**src/rtl/yaw_integrator.sv**
```systemverilog
// Gyro yaw integrator: zero-rate offset calibration followed by
// 27-bit heading accumulation with optional IR fusion correction.
module yaw_integrator #(
  parameter int FAST_SIM  = 1,
  parameter int FUS_SHIFT = 6
) (
  input  logic        clk,
  input  logic        rst_n,
  input  logic        strt_cal,
  input  logic        vld,
  input  logic [15:0] yaw_rt,
  input  logic        moving,
  input  logic        en_fusion,
  input  logic [8:0]  IR_Dtrm,
  output logic        cal_done,
  output logic        rdy,
  output logic [11:0] heading
);

  localparam int CAL_SHIFT = (FAST_SIM != 0) ? 8 : 11;
  localparam logic [11:0] CAL_LAST = 12'((1 << CAL_SHIFT) - 1);

  typedef enum logic [1:0] {
    IDLE,
    CAL,
    RUN
  } state_t;

  state_t             state_q, state_d;
  logic [15:0]        yaw_off_q, yaw_off_d;
  logic signed [26:0] cal_acc_q, cal_acc_d;
  logic [11:0]        cal_cnt_q, cal_cnt_d;
  logic signed [26:0] heading_int_q, heading_int_d;
  logic               cal_done_q, cal_done_d;
  logic               rdy_q, rdy_d;

  logic signed [26:0] yaw_sext;
  logic signed [26:0] cal_sum;
  logic signed [26:0] cal_avg;
  logic signed [16:0] yaw_comp;
  logic signed [26:0] yaw_term;
  logic signed [26:0] fus_term;

  always_comb begin
    yaw_sext = {{11{yaw_rt[15]}}, yaw_rt};
    cal_sum  = cal_acc_q + yaw_sext;
    cal_avg  = cal_sum >>> CAL_SHIFT;
    yaw_comp = {yaw_rt[15], yaw_rt} - {yaw_off_q[15], yaw_off_q};
    yaw_term = {{10{yaw_comp[16]}}, yaw_comp};
    fus_term = {{18{IR_Dtrm[8]}}, IR_Dtrm} <<< FUS_SHIFT;
  end

  always_comb begin
    state_d       = state_q;
    yaw_off_d     = yaw_off_q;
    cal_acc_d     = cal_acc_q;
    cal_cnt_d     = cal_cnt_q;
    heading_int_d = heading_int_q;
    cal_done_d    = 1'b0;
    rdy_d         = 1'b0;
    // strt_cal outranks a coincident vld: that sample is dropped
    if (strt_cal) begin
      state_d       = CAL;
      cal_acc_d     = '0;
      cal_cnt_d     = '0;
      heading_int_d = '0;
    end else if (vld) begin
      case (state_q)
        CAL: begin
          if (cal_cnt_q == CAL_LAST) begin
            yaw_off_d  = cal_avg[15:0];
            cal_done_d = 1'b1;
            state_d    = RUN;
          end else begin
            cal_acc_d = cal_sum;
            cal_cnt_d = cal_cnt_q + 12'd1;
          end
        end
        RUN: begin
          rdy_d = 1'b1;
          if (moving) begin
            if (en_fusion) begin
              heading_int_d = heading_int_q + yaw_term + fus_term;
            end else begin
              heading_int_d = heading_int_q + yaw_term;
            end
          end
        end
        default: ;
      endcase
    end
  end

  always_ff @(posedge clk or negedge rst_n) begin
    if (!rst_n) begin
      state_q       <= IDLE;
      yaw_off_q     <= '0;
      cal_acc_q     <= '0;
      cal_cnt_q     <= '0;
      heading_int_q <= '0;
      cal_done_q    <= 1'b0;
      rdy_q         <= 1'b0;
    end else begin
      state_q       <= state_d;
      yaw_off_q     <= yaw_off_d;
      cal_acc_q     <= cal_acc_d;
      cal_cnt_q     <= cal_cnt_d;
      heading_int_q <= heading_int_d;
      cal_done_q    <= cal_done_d;
      rdy_q         <= rdy_d;
    end
  end

  assign cal_done = cal_done_q;
  assign rdy      = rdy_q;
  assign heading  = heading_int_q[26:15];

endmodule
```
**config.mk**
```make
export PLATFORM = sky130hd
export DESIGN_NAME = yaw_integrator
export DESIGN_NICKNAME = d
export VERILOG_FILES = /design/src/rtl/yaw_integrator.sv
export SDC_FILE = /design/constraint.sdc
export NUM_CORES = 1
export LEC_CHECK = 0
export BUFFER_PORTS_ARGS = -buffer_cell sky130_fd_sc_hd__buf_2
export CAP_MARGIN = 20
export CORE_MARGIN = 1.5
export CORE_UTILIZATION = 39
export DETAILED_ROUTE_END_ITERATION = 12
export PLACE_DENSITY_LB_ADDON = 0.12
export SLEW_MARGIN = 20
export SYNTH_ARGS = -nofsm -noshare
export SYNTH_HDL_FRONTEND = slang
export SYNTH_SLANG_ARGS = --single-unit
```
**constraint.sdc**
```tcl
create_clock -name clk -period 4.53 [get_ports clk]
set_input_delay 0.6795 -clock clk [delete_from_list [all_inputs] [get_ports clk]]
set_output_delay 0.6795 -clock clk [all_outputs]
set_load 0.01 [all_outputs]
```
==> metrics.md, run 1 <==
| Metric | Value |
|---|---|
| Fmax | `0.212 GHz` |
| Drt pass-1 iters | `5` |
| Most frequent cells in the layout | `buf_4 (147), inv_1 (89), dfrtp_1 (83)` |
| Async S/R FF share, synth | `1.00` |
| Antenna cells | `0` |
| PwrDens | `between 200 and 300 nW/µm²` |
| First-pass GRT wire length | `roughly 34000 µm` |
| CTS tree | `yes` |
| Register area share after synthesis | `0.271` |
| Total Routed Length | `between 20000 and 25000 µm` |
| Initial antenna violation count | `0` |
| Leakage power | `4.97 nW` |
| TNS Setup | `-0.289 ns` |
| Vias/cell | `just over 5` |
| Post-synth EDFFs | `0` |
| Synth Instances | `roughly 860` |
| H-tree levels | `3` |
| Post-synthesis area per instance | `about 9 µm²` |
| # setup viols final | `3` |
| WL per Instance | `around 16 µm` |
| Hold Path Class | `input port to asynchronous set/reset pin` |
| Slew @ Worst Pin | `around 0.96 ns` |
| Multi-input logic area | `5500 µm²` |
| DRT antenna net count | `0` |
| Via count | `roughly 6600` |
| Library cells used by synthesis | `between 60 and 70` |
| Post-Syn Area | `7660 µm²` |
| Share of cells above drive strength 1 | `0.315` |
| Total Power | `2.81 mW` |
| Clk slew on worst S/H paths | `0.07 ns` |
| Die Wd | `143 µm` |
| I/O Buffers | `44` |
| Main synth FF type | `dfrtp_1` |
| DRC Markers | `0` |
| CTS Root Cell | `clkbuf_16` |
| Largest net degree at the start of global routing | `57` |
| Final worst slack | `-0.185 ns` |
| Vias in the first global route | `6583` |
| Core Area | `approximately 19000 µm²` |
| Dpl hpwl | `15500 µm` |
| P&R area growth vs syn | `30.5%` |
| Crit Path Max Fanout | `3` |
| Synth Register Bits | `slightly above 80` |
| Die footprint | `20500 µm²` |
| WS Path Type | `input port to flip-flop` |
| Worst vdd ir | `~0.23 mV` |
| Fin crit period | `4.71 ns` |
| Failing checks | `negative setup slack` |
| Clock Latency Late Sink | `between 0.3 and 0.4 ns` |
| CP required | `approximately 4.8 ns` |
| Initial Utilization | `0.396` |
| Slew Limit Headroom | `0.362` |
| Status | `finished with violations` |
| Final hold vios | `0` |
| CP startpoint kind | `input port` |
| Kind of end point of the critical path | `flip-flop` |
| Final nets | `around 1200` |
| Gr usage total | `0.213` |
| Commonest non-fill, non-tap cell in the layout | `buf_4` |
| Setup Skew | `0.00663 ns` |
| RSZ-0062 raised after global routing | `true` |
| Placer Congestion | `0.851` |
| GRT overflow | `0` |
| Drt first-iter violations | `200` |
| YS warnings | `0` |
| Syn Nets | `just under 1000` |
| Ports | `45` |
| CTS sink cnt | `83` |
| Final period utilization | `1.04` |
| Max-slew violation count | `0` |
| Seq. cell area | `a little over 2000 µm²` |
| MaxCap Viol Count | `0` |
| Die Y | `143 µm` |
| Num rows | `51` |
| Fillers | `1850` |
| CTS buffer count | `9` |
| CP Data Arrival Time | `roughly 5.0 ns` |
| Clock Tree Buf Depth | `2` |
synth_stat cells (4+ instances only):
cell type,number,area [µm²]
nand3_1,15,75.1
nor3_1,12,60.1
or3_1,10,62.6
fa_1,28,561
o21ai_0,24,120
dfrtp_1,83,2080
o211ai_1,9,67.6
a221oi_1,6,52.6
and3_1,12,75.1
ha_1,72,901
a22o_1,23,201
a31oi_1,7,43.8
nor2_1,55,206
nand2_1,49,184
a211oi_1,15,113
a21oi_1,64,320
a211o_1,7,61.3
buf_4,12,90.1
o21a_1,15,113
o21bai_1,9,67.6
and2_1,4,25.0
o21ai_1,10,50.1
nor4_1,5,31.3
xnor2_1,37,324
nand4_1,5,31.3
nor2b_1,8,50.1
nand2b_1,5,31.3
xor2_1,27,236
a21o_1,32,240
mux2i_1,8,80.1
clkbuf_1,23,86.3
mux2_2,16,180
inv_1,106,398
repair_timing:
item / in CTS / in global routing
hold buffers: 0 / 0
buffers inserted: 9 / 8
gates cloned: 0 / 0
setup endpoints to repair: 10 / 13
gates resized for setup: 39 / 56
pin swaps: 21 / 26
worst paths after layout:
check                                 start                 to  slack, ns  cells past startpoint
max in group asynchronous             rst_n      cal_acc_q[13]       3.21                      2
min in group clk              cal_acc_q[11]      cal_acc_q[11]       0.51                      1
max                               yaw_rt[1]  heading_int_q[26]      -0.18                     20
max reg2reg                heading_int_q[0]  heading_int_q[26]      -0.15                     20
min reg2reg                   cal_acc_q[11]      cal_acc_q[11]       0.51                      1
min                                   rst_n  heading_int_q[22]       0.40                      1
power breakdown:
group	leakage [nW]	total, mW	switching [mW]	internal, mW
Clock	0.147	0.783	0.350	0.432
Combinational	3.69	1.24	0.630	0.605
Sequential	1.13	0.794	0.0207	0.774
kinds of logic after synthesis:
family                   after synthesis  synth area share
AO/OA/AOI/OAI                        252             0.230
AND/OR/NAND/NOR                      195             0.123
buffers and inverters                144            0.0766
adder cells (fa/ha/maj)              100             0.191
flip-flops                            83             0.271
XOR/XNOR                              64            0.0732
multiplexers                          25            0.0354
flip-flops by register name (all words and copies together) (netlist names):
| signal | count |
|---|---|
| heading_int_q | 27 |
| cal_acc_q | 24 |
| yaw_off_q | 16 |
| cal_cnt_q | 12 |
| state_q | 2 |
| cal_done | 1 |
| rdy | 1 |
per-stage QoR:
step           instances  setup slack (ns)  area, µm²   util  hold slack, ns
2_1_floorplan        863            -0.253       7830      -           0.384
3_3_place_gp        1265            -0.664       9180  0.475           0.493
3_5_place_dp        1265            -0.708       9180  0.475           0.498
4_1_cts             1290            -0.188       9740  0.504           0.450
5_1_grt             1297            -0.355       9990  0.517           0.466
6_report            1297            -0.185       9990  0.517           0.396
cell type report:
| type | instances | area share |
|---|---|---|
| clock buffers | 9 | 0.0225 |
| clock inverters | 7 | 0.00739 |
| inverters | 107 | 0.0417 |
| multi-input cells | 636 | 0.550 |
| flip-flops and latches | 83 | 0.208 |
| well taps | 265 | 0.0332 |
| repair buffers | 190 | 0.137 |
routing by layer:
metal / wire length (µm) / global-route usage / vias up
met3: 501 / 0.0255 / 16
li1: - / - / 3361
met2: 9430 / 0.343 / 75
met4: 238 / 0.0537 / 0
met1: 10400 / 0.303 / 3144
met5: 0 / 0 / -
critical path: stages:
cell and delay, ns:
buf_8 0.08, inv_4 0.03, fa_1 0.54, inv_2 0.05, fa_2 0.33, a211o_1 0.33, a21oi_4 0.19, o31ai_2 0.10
a21o_1 0.18, a21oi_2 0.17, xnor2_2 0.14, ha_2 0.30, or2_4 0.26, a31o_4 0.26, a311oi_4 0.33, o31ai_4 0.10
a311o_1 0.30, xnor2_1 0.13, nor2_1 0.12, mux2_1 0.34
(Power assumes the default switching activity.)
==> run 2: changes to the inputs <==
--- a/config.mk
+++ b/config.mk
@@ -5,12 +5,14 @@
 export SDC_FILE = /design/constraint.sdc
 export NUM_CORES = 1
 export LEC_CHECK = 0
+export ABC_CLOCK_PERIOD_IN_PS = 4530
 export BUFFER_PORTS_ARGS = -buffer_cell sky130_fd_sc_hd__buf_2
 export CAP_MARGIN = 20
 export CORE_MARGIN = 1.5
 export CORE_UTILIZATION = 39
 export DETAILED_ROUTE_END_ITERATION = 12
 export PLACE_DENSITY_LB_ADDON = 0.12
+export RECOVER_POWER = 50
 export SLEW_MARGIN = 20
 export SYNTH_ARGS = -nofsm -noshare
 export SYNTH_HDL_FRONTEND = slang
==> run 2 against run 1 <==
Compared with the run above:
- the run ends with max-capacitance violations, max-slew violations, negative setup slack left
- routed wire length hardly changed
- global-route usage is the same
- clock skew hardly changed
- count of clock-buffer cells in the layout did not move
- non-clock buffer count unchanged
- critical path type unchanged
- highest routed layer unchanged
==> metrics.md, run 2 (synthesis results as in run 1) <==
| Metric | Value |
|---|---|
| Status | `finished with violations (unchanged)` |
| Failing checks | `max-capacitance violations, max-slew violations, negative setup slack (was negative setup slack)` |
| Drt pass-1 iters | `5 (unchanged)` |
| WS Path Type | `input port to flip-flop (unchanged)` |
| Initial Utilization | `0.396 (unchanged)` |
| Worst vdd ir | `0.225 mV (unchanged)` |
| # setup viols final | `3 (unchanged)` |
| WL per Instance | `15.9 µm (about the same)` |
| Die Y | `143 µm (unchanged)` |
| Net switching power | `1.00 mW (about the same)` |
| Gr usage total | `0.213 (unchanged)` |
| Slew @ Worst Pin | `3.41 ns (was 0.957 ns)` |
| MaxCap Viol Count | `1 (was 0)` |
| Final worst slack | `-0.184 ns (was -0.185 ns)` |
| Reg2reg setup slack | `-0.15 ns (about the same)` |
| Reg with most FFs | `heading_int_q (unchanged)` |
| DRC Markers | `0 (unchanged)` |
| Slowest CP cell | `fa_1 (unchanged)` |
| P_int | `1.81 mW (about the same)` |
| Hold Path Class | `flip-flop to flip-flop (was input port to asynchronous set/reset pin)` |
| DRT antenna net count | `0 (unchanged)` |
| Num rows | `51 (unchanged)` |
| Final period utilization | `1.04 (about the same)` |
| Die footprint | `20500 µm² (unchanged)` |
| Core Util, Final | `0.517 (about the same)` |
| Cell Chain, Critical Path | `buf_8, inv_4, fa_1, inv_2, fa_2, a211o_1, a21oi_4, o31ai_2, a21o_1, a21oi_2, xnor2_2, ha_2, or2_4, a31o_4, a311oi_4, o31ai_4, a311o_1, xnor2_1, nor2_1, mux2_1 (unchanged)` |
| CP startpoint kind | `input port (unchanged)` |
| Final nets | `1158 (unchanged)` |
| CTS buffer count | `9 (unchanged)` |
| Vias/cell | `5.08 (was 5.09)` |
| Largest net degree at the start of global routing | `57 (unchanged)` |
| Leakage power | `4.96 nW (was 4.97 nW)` |
| Slew Limit Headroom | `-1.27 (was 0.362)` |
| First-pass GRT wire length | `33700 µm (unchanged)` |
| TNS Setup | `-0.285 ns (was -0.289 ns)` |
| Fin area | `9990 µm² (about the same)` |
| GRT overflow | `0 (unchanged)` |
| Max-slew violation count | `57 (was 0)` |
| Initial antenna violation count | `0 (unchanged)` |
| Commonest non-fill, non-tap cell in the layout | `buf_4 (unchanged)` |
| CP Buf/Inv Count | `3 (unchanged)` |
| CTS tree | `yes (unchanged)` |
| Most frequent cells in the layout | `buf_4 (145), inv_1 (89), dfrtp_1 (83) (was buf_4 (147), inv_1 (89), dfrtp_1 (83))` |
| Max incr delay on CP | `0.54 ns (about the same)` |
| P&R area growth vs syn | `30.4% (was 30.5%)` |
| Clock Tree Buf Depth | `2 (unchanged)` |
| CP required | `4.77 ns (was 4.76 ns)` |
| Fmax | `0.212 GHz (about the same)` |
| Kind of end point of the critical path | `flip-flop (unchanged)` |
| Placer Congestion | `0.851 (unchanged)` |
| Combinational power share | `0.439 (about the same)` |
| Dpl cell area | `9180 µm² (unchanged)` |
| Regs by FF count | `heading_int_q (27), cal_acc_q (24), yaw_off_q (16) (unchanged)` |
| Setup Skew | `0.00664 ns (was 0.00663 ns)` |
| RSZ-0062 raised after global routing | `true (unchanged)` |
| Crit Path Max Fanout | `3 (unchanged)` |
| Vias in the first global route | `6583 (unchanged)` |
| CTS Root Cell | `clkbuf_16 (unchanged)` |
| Antenna cells | `0 (unchanged)` |
| Switch share | `0.356 (about the same)` |
| Top Family by Delay on Critical Path | `compound AO/OA/AOI/OAI gates (unchanged)` |
| Ports | `45 (unchanged)` |
| Via count | `6593 (was 6596)` |
| Dpl hpwl | `15500 µm (unchanged)` |
| Core Area | `19300 µm² (unchanged)` |
| CTS Hold Bufs | `0 (unchanged)` |
| Clock Latency Late Sink | `0.35 ns (about the same)` |
| CTS sink cnt | `83 (unchanged)` |
| H-tree levels | `3 (unchanged)` |
| Die Wd | `143 µm (unchanged)` |
| Share of cells above drive strength 1 | `0.313 (was 0.315)` |
| Fin crit period | `4.71 ns (about the same)` |
| CP Data Arrival Time | `4.95 ns (about the same)` |
| I/O Buffers | `44 (unchanged)` |
| Seq pwr share | `0.283 (was 0.282)` |
| PwrDens | `282 nW/µm² (was 281 nW/µm²)` |
| Clk slew on worst S/H paths | `0.07 ns (about the same)` |
| Drt first-iter violations | `198 (was 200)` |
| Number of flip-flops in the largest register | `27 (unchanged)` |
| Total Routed Length | `20600 µm (about the same)` |
| Dpl ws | `-0.708 ns (unchanged)` |
| Final hold vios | `0 (unchanged)` |
| Clock power share | `0.278 (about the same)` |
[run 2: power by group through the flow]
stage               registers [mW]  logic [mW]  clock network [mW]
finish                       0.795        1.23               0.783
CTS                          0.795        1.17               0.807
global route                 0.798        1.36               0.827
global placement             0.808        1.10                   0
floorplan                    0.803       0.720                   0
detailed placement           0.808        1.10                   0
[run 2: final cells by class]
class                   instances  area, µm²
fillers                      1851       9350
multi-input cells             636       5500
flip-flops and latches         83       2080
repair buffers                190       1360
inverters                     107        417
well taps                     265        332
clock buffers                   9        225
clock inverters                 7       73.8
[run 2: layer usage]
layer | up-vias | wire length [µm] | global-route usage
met5 | - | 0 | 0
met4 | 0 | 238 | 0.0537
met3 | 16 | 471 | 0.0255
met2 | 76 | 9420 | 0.343
met1 | 3140 | 10500 | 0.303
li1 | 3361 | - | -
[run 2: metrics by stage]
stage	power (mW)	std cells	hold WS (ns)
floorplan	1.52	863	0.384
global placement	1.91	1265	0.493
detailed placement	1.91	1265	0.498
CTS	2.77	1290	0.450
global route	2.99	1297	0.528
finish	2.81	1297	0.511
[run 2: final timing paths]
kind	start	endpoint	cells after the start
hold reg to reg	cal_acc_q[11]	cal_acc_q[11]	1
hold / removal	cal_acc_q[11]	cal_acc_q[11]	1
setup / recovery	yaw_rt[1]	heading_int_q[26]	20
min in group asynchronous	rst_n	heading_int_q[22]	1
setup reg to reg	heading_int_q[0]	heading_int_q[26]	20
max in group asynchronous	rst_n	cal_acc_q[13]	2
[run 2: worst reg2reg max path: cells and delay by family (launching register included)]
kind | cells | cell delay (ns)
buf+inv | 2 | 0.09
flops | 1 | 0.36
simple gates | 2 | 0.38
fa+ha+maj | 4 | 1.19
xor+xnor | 2 | 0.27
compound gates | 9 | 1.97
mux | 1 | 0.34
[run 2: what timing repair did]
| item | in CTS | in global routing |
|---|---|---|
| pin swaps | 21 | 26 |
| gates resized for setup | 39 | 56 |
| endpoints found under the setup margin | 10 | 13 |
| hold endpoints to repair | 0 | 0 |
| setup buffers | 9 | 8 |
==> run 3: changes to the inputs <==
--- a/config.mk
+++ b/config.mk
@@ -11,8 +11,9 @@
 export CORE_MARGIN = 1.5
 export CORE_UTILIZATION = 39
 export DETAILED_ROUTE_END_ITERATION = 12
-export PLACE_DENSITY_LB_ADDON = 0.12
+export PLACE_DENSITY_LB_ADDON = 0.1
 export RECOVER_POWER = 50
+export SETUP_SLACK_MARGIN = 0.05
 export SLEW_MARGIN = 20
 export SYNTH_ARGS = -nofsm -noshare
 export SYNTH_HDL_FRONTEND = slang
==> run 3 against run 2 <==
Compared with the run above:
- routed wire length up 1.6%
- clock power down 9.3%
- count of clock-buffer cells in the layout up 2
- critical path depth up 1
- design area up 0.53%
- sequential power about the same
- fmax up 1.2%
- largest cell class unchanged
- the run still ends with max-capacitance violations, max-slew violations, negative setup slack left
- clock skew up 0.0026 ns
- worst hold slack about the same
==> metrics.md, run 3 (synthesis results as in run 1) <==
| Metric | Value |
|---|---|
| Status | `finished with violations (unchanged)` |
| Failing checks | `max-capacitance violations, max-slew violations, negative setup slack (unchanged)` |
| Vias/cell | `5.12 (was 5.08)` |
| Dpl cell area | `9290 µm² (was 9180 µm²)` |
| Multi-input logic area | `5500 µm² (about the same)` |
| Fillers | `1874 (was 1851)` |
| Fmax | `0.215 GHz (was 0.212 GHz)` |
| GRT overflow | `0 (unchanged)` |
| Drt first-iter violations | `237 (was 198)` |
| Slew @ Worst Pin | `2.80 ns (was 3.41 ns)` |
| Cell Chain, Critical Path | `buf_8, inv_8, fa_1, inv_2, ha_4, o21ai_2, or2_4, or3_4, a21boi_4, o21a_1, nor2_2, xnor2_2, ha_4, o21a_1, a21o_1, a311oi_4, o31ai_4, a311o_1, xnor2_1, nor2_1, mux2_1 (was buf_8, inv_4, fa_1, inv_2, fa_2, a211o_1, a21oi_4, o31ai_2, a21o_1, a21oi_2, xnor2_2, ha_2, or2_4, a31o_4, a311oi_4, o31ai_4, a311o_1, xnor2_1, nor2_1, mux2_1)` |
| Share of cells above drive strength 1 | `0.319 (was 0.313)` |
| WS Path Type | `input port to flip-flop (unchanged)` |
| Total Power | `2.72 mW (was 2.81 mW)` |
| Placer Congestion | `0.888 (was 0.851)` |
| Setup Skew | `0.00919 ns (was 0.00664 ns)` |
| Final worst slack | `-0.129 ns (was -0.184 ns)` |
| CTS sink cnt | `83 (unchanged)` |
| Max-slew violation count | `47 (was 57)` |
| Hold Path Class | `flip-flop to flip-flop (unchanged)` |
| Initial antenna violation count | `1 (was 0)` |
| Via count | `6698 (was 6593)` |
| Fin crit period | `4.66 ns (was 4.71 ns)` |
| Vias in the first global route | `6642 (was 6583)` |
| P&R area growth vs syn | `31.0% (was 30.4%)` |
| Largest net degree at the start of global routing | `47 (was 57)` |
| Core Area | `19300 µm² (unchanged)` |
| MaxCap Viol Count | `1 (unchanged)` |
| Die footprint | `20500 µm² (unchanged)` |
| Initial Utilization | `0.396 (unchanged)` |
| Final period utilization | `1.03 (was 1.04)` |
| CTS buffer count | `9 (unchanged)` |
| CP startpoint kind | `input port (unchanged)` |
| Total Routed Length | `20900 µm (was 20600 µm)` |
| Clk slew on worst S/H paths | `0.07 ns (about the same)` |
| Seq. cell area | `2080 µm² (unchanged)` |
| Final hold vios | `0 (unchanged)` |
| Die Y | `143 µm (unchanged)` |
| CP required | `4.76 ns (was 4.77 ns)` |
| Slowest CP cell | `fa_1 (unchanged)` |
| Clock Latency Late Sink | `0.35 ns (about the same)` |
| WL per Instance | `16.0 µm (was 15.9 µm)` |
| Max incr delay on CP | `0.54 ns (about the same)` |
| Dpl cells | `1279 (was 1265)` |
| CP Buf/Inv Count | `3 (unchanged)` |
| Reg with most FFs | `heading_int_q (unchanged)` |
| Fin area | `10000 µm² (was 9990 µm²)` |
| Worst vdd ir | `0.180 mV (was 0.225 mV)` |
| Finished Layout Cells | `1309 (was 1297)` |
| CP Data Arrival Time | `4.89 ns (was 4.95 ns)` |
| CTS tree | `yes (unchanged)` |
| # setup viols final | `4 (was 3)` |
| Number of flip-flops in the largest register | `27 (unchanged)` |
| Top Family by Delay on Critical Path | `compound AO/OA/AOI/OAI gates (unchanged)` |
| Ports | `45 (unchanged)` |
| Commonest non-fill, non-tap cell in the layout | `buf_4 (unchanged)` |
| Dpl ws | `-0.652 ns (was -0.708 ns)` |
| Core Util, Final | `0.519 (was 0.517)` |
| Gr usage total | `0.211 (was 0.213)` |
| DRC Markers | `0 (unchanged)` |
| PwrDens | `271 nW/µm² (was 282 nW/µm²)` |
| Final nets | `1170 (was 1158)` |
| Most frequent cells in the layout | `buf_4 (154), inv_1 (91), dfrtp_1 (83) (was buf_4 (145), inv_1 (89), dfrtp_1 (83))` |
| H-tree levels | `3 (unchanged)` |
| Dpl hpwl | `15800 µm (was 15500 µm)` |
| Slew Limit Headroom | `-0.867 (was -1.27)` |
| Regs by FF count | `heading_int_q (27), cal_acc_q (24), yaw_off_q (16) (unchanged)` |
| Clock Tree Buf Depth | `2 (unchanged)` |
| Num rows | `51 (unchanged)` |
| RSZ-0062 raised after global routing | `true (unchanged)` |
| I/O Buffers | `44 (unchanged)` |
| Drt pass-1 iters | `4 (was 5)` |
| Die Wd | `143 µm (unchanged)` |
| First-pass GRT wire length | `33400 µm (was 33700 µm)` |
| Leakage power | `4.98 nW (was 4.96 nW)` |
| Crit Path Max Fanout | `4 (was 3)` |
| CTS Root Cell | `clkbuf_16 (unchanged)` |
| Kind of end point of the critical path | `flip-flop (unchanged)` |
| DRT antenna net count | `0 (unchanged)` |
==> run 3: cell types whose count changed in the layout (fill, tap and decap cells not counted), moves of 3 or more <==
| cell | previous run | this run |
|---|---|---|
| a21oi_1 | 49 | 46 |
| a21oi_2 | 14 | 17 |
| buf_4 | 145 | 154 |
| ha_1 | 59 | 54 |
| ha_4 | 10 | 13 |
| inv_6 | 3 | 0 |
==> run 3: worst register-to-register path, cell delays in order (launching register included) <==
cell      delay [ns]
dfrtp_1         0.39
inv_2           0.05
fa_1            0.54
inv_2           0.05
ha_4            0.26
nor3_2          0.04
or2_4           0.24
or3_4           0.42
a21boi_4        0.16
o21a_1          0.14
nor2_2          0.05
xnor2_2         0.25
ha_4            0.25
o21a_1          0.18
a21o_1          0.19
a311oi_4        0.36
o31ai_4         0.10
a311o_1         0.29
xnor2_1         0.13
nor2_1          0.11
mux2_1          0.32
==> run 3: final timing paths <==
| check | startpoint | to | slack, ns | depth (start not counted) |
|---|---|---|---|---|
| setup reg to reg | heading_int_q[5] | heading_int_q[26] | -0.08 | 20 |
| hold / removal | cal_acc_q[23] | cal_acc_q[23] | 0.51 | 1 |
| max in group asynchronous | rst_n | yaw_off_q[3] | 1.16 | 2 |
| min in group asynchronous | rst_n | heading_int_q[15] | 1.22 | 1 |
| setup / recovery | yaw_rt[6] | heading_int_q[26] | -0.13 | 21 |
| hold reg to reg | cal_acc_q[23] | cal_acc_q[23] | 0.51 | 1 |
==> run 3: layout make-up <==
class	instances	share of cell area
multi-input cells	636	0.547
flip-flops and latches	83	0.207
repair buffers	202	0.144
inverters	107	0.0416
well taps	265	0.0330
clock buffers	11	0.0242
clock inverters	4	0.00274
diodes	1	0.000249
==> run 3: per-stage QoR <==
stage / TNS [ns] / hold slack [ns]
final: -0.211 / 0.511
after global placement: -5.11 / 0.490
after global routing: -1.24 / 0.520
after CTS: -0.200 / 0.379
after floorplan: -0.253 / 0.384
after detailed placement: -5.41 / 0.496
==> run 3: report_power, final <==
part	internal [mW]	total [mW]	switching (mW)
Clock	0.385	0.710	0.326
Sequential	0.774	0.794	0.0204
Combinational	0.599	1.22	0.620
Total	1.76	2.72	0.966
==> run 3: layer usage <==
metal	wire length (µm)	vias up	GRT usage	share of wire
met3	540	22	0.0292	0.026
li1	-	3383	-	-
met5	0	-	0	0
met4	386	0	0.0559	0.018
met2	9890	87	0.355	0.47
met1	10100	3206	0.282	0.48
==> run 3: what timing repair did <==
action,4_1_cts,5_1_grt
buffers inserted,0,16
pin swaps,27,39
resized for setup,41,50
hold buffers,0,0
endpoints found under the setup margin,10,11
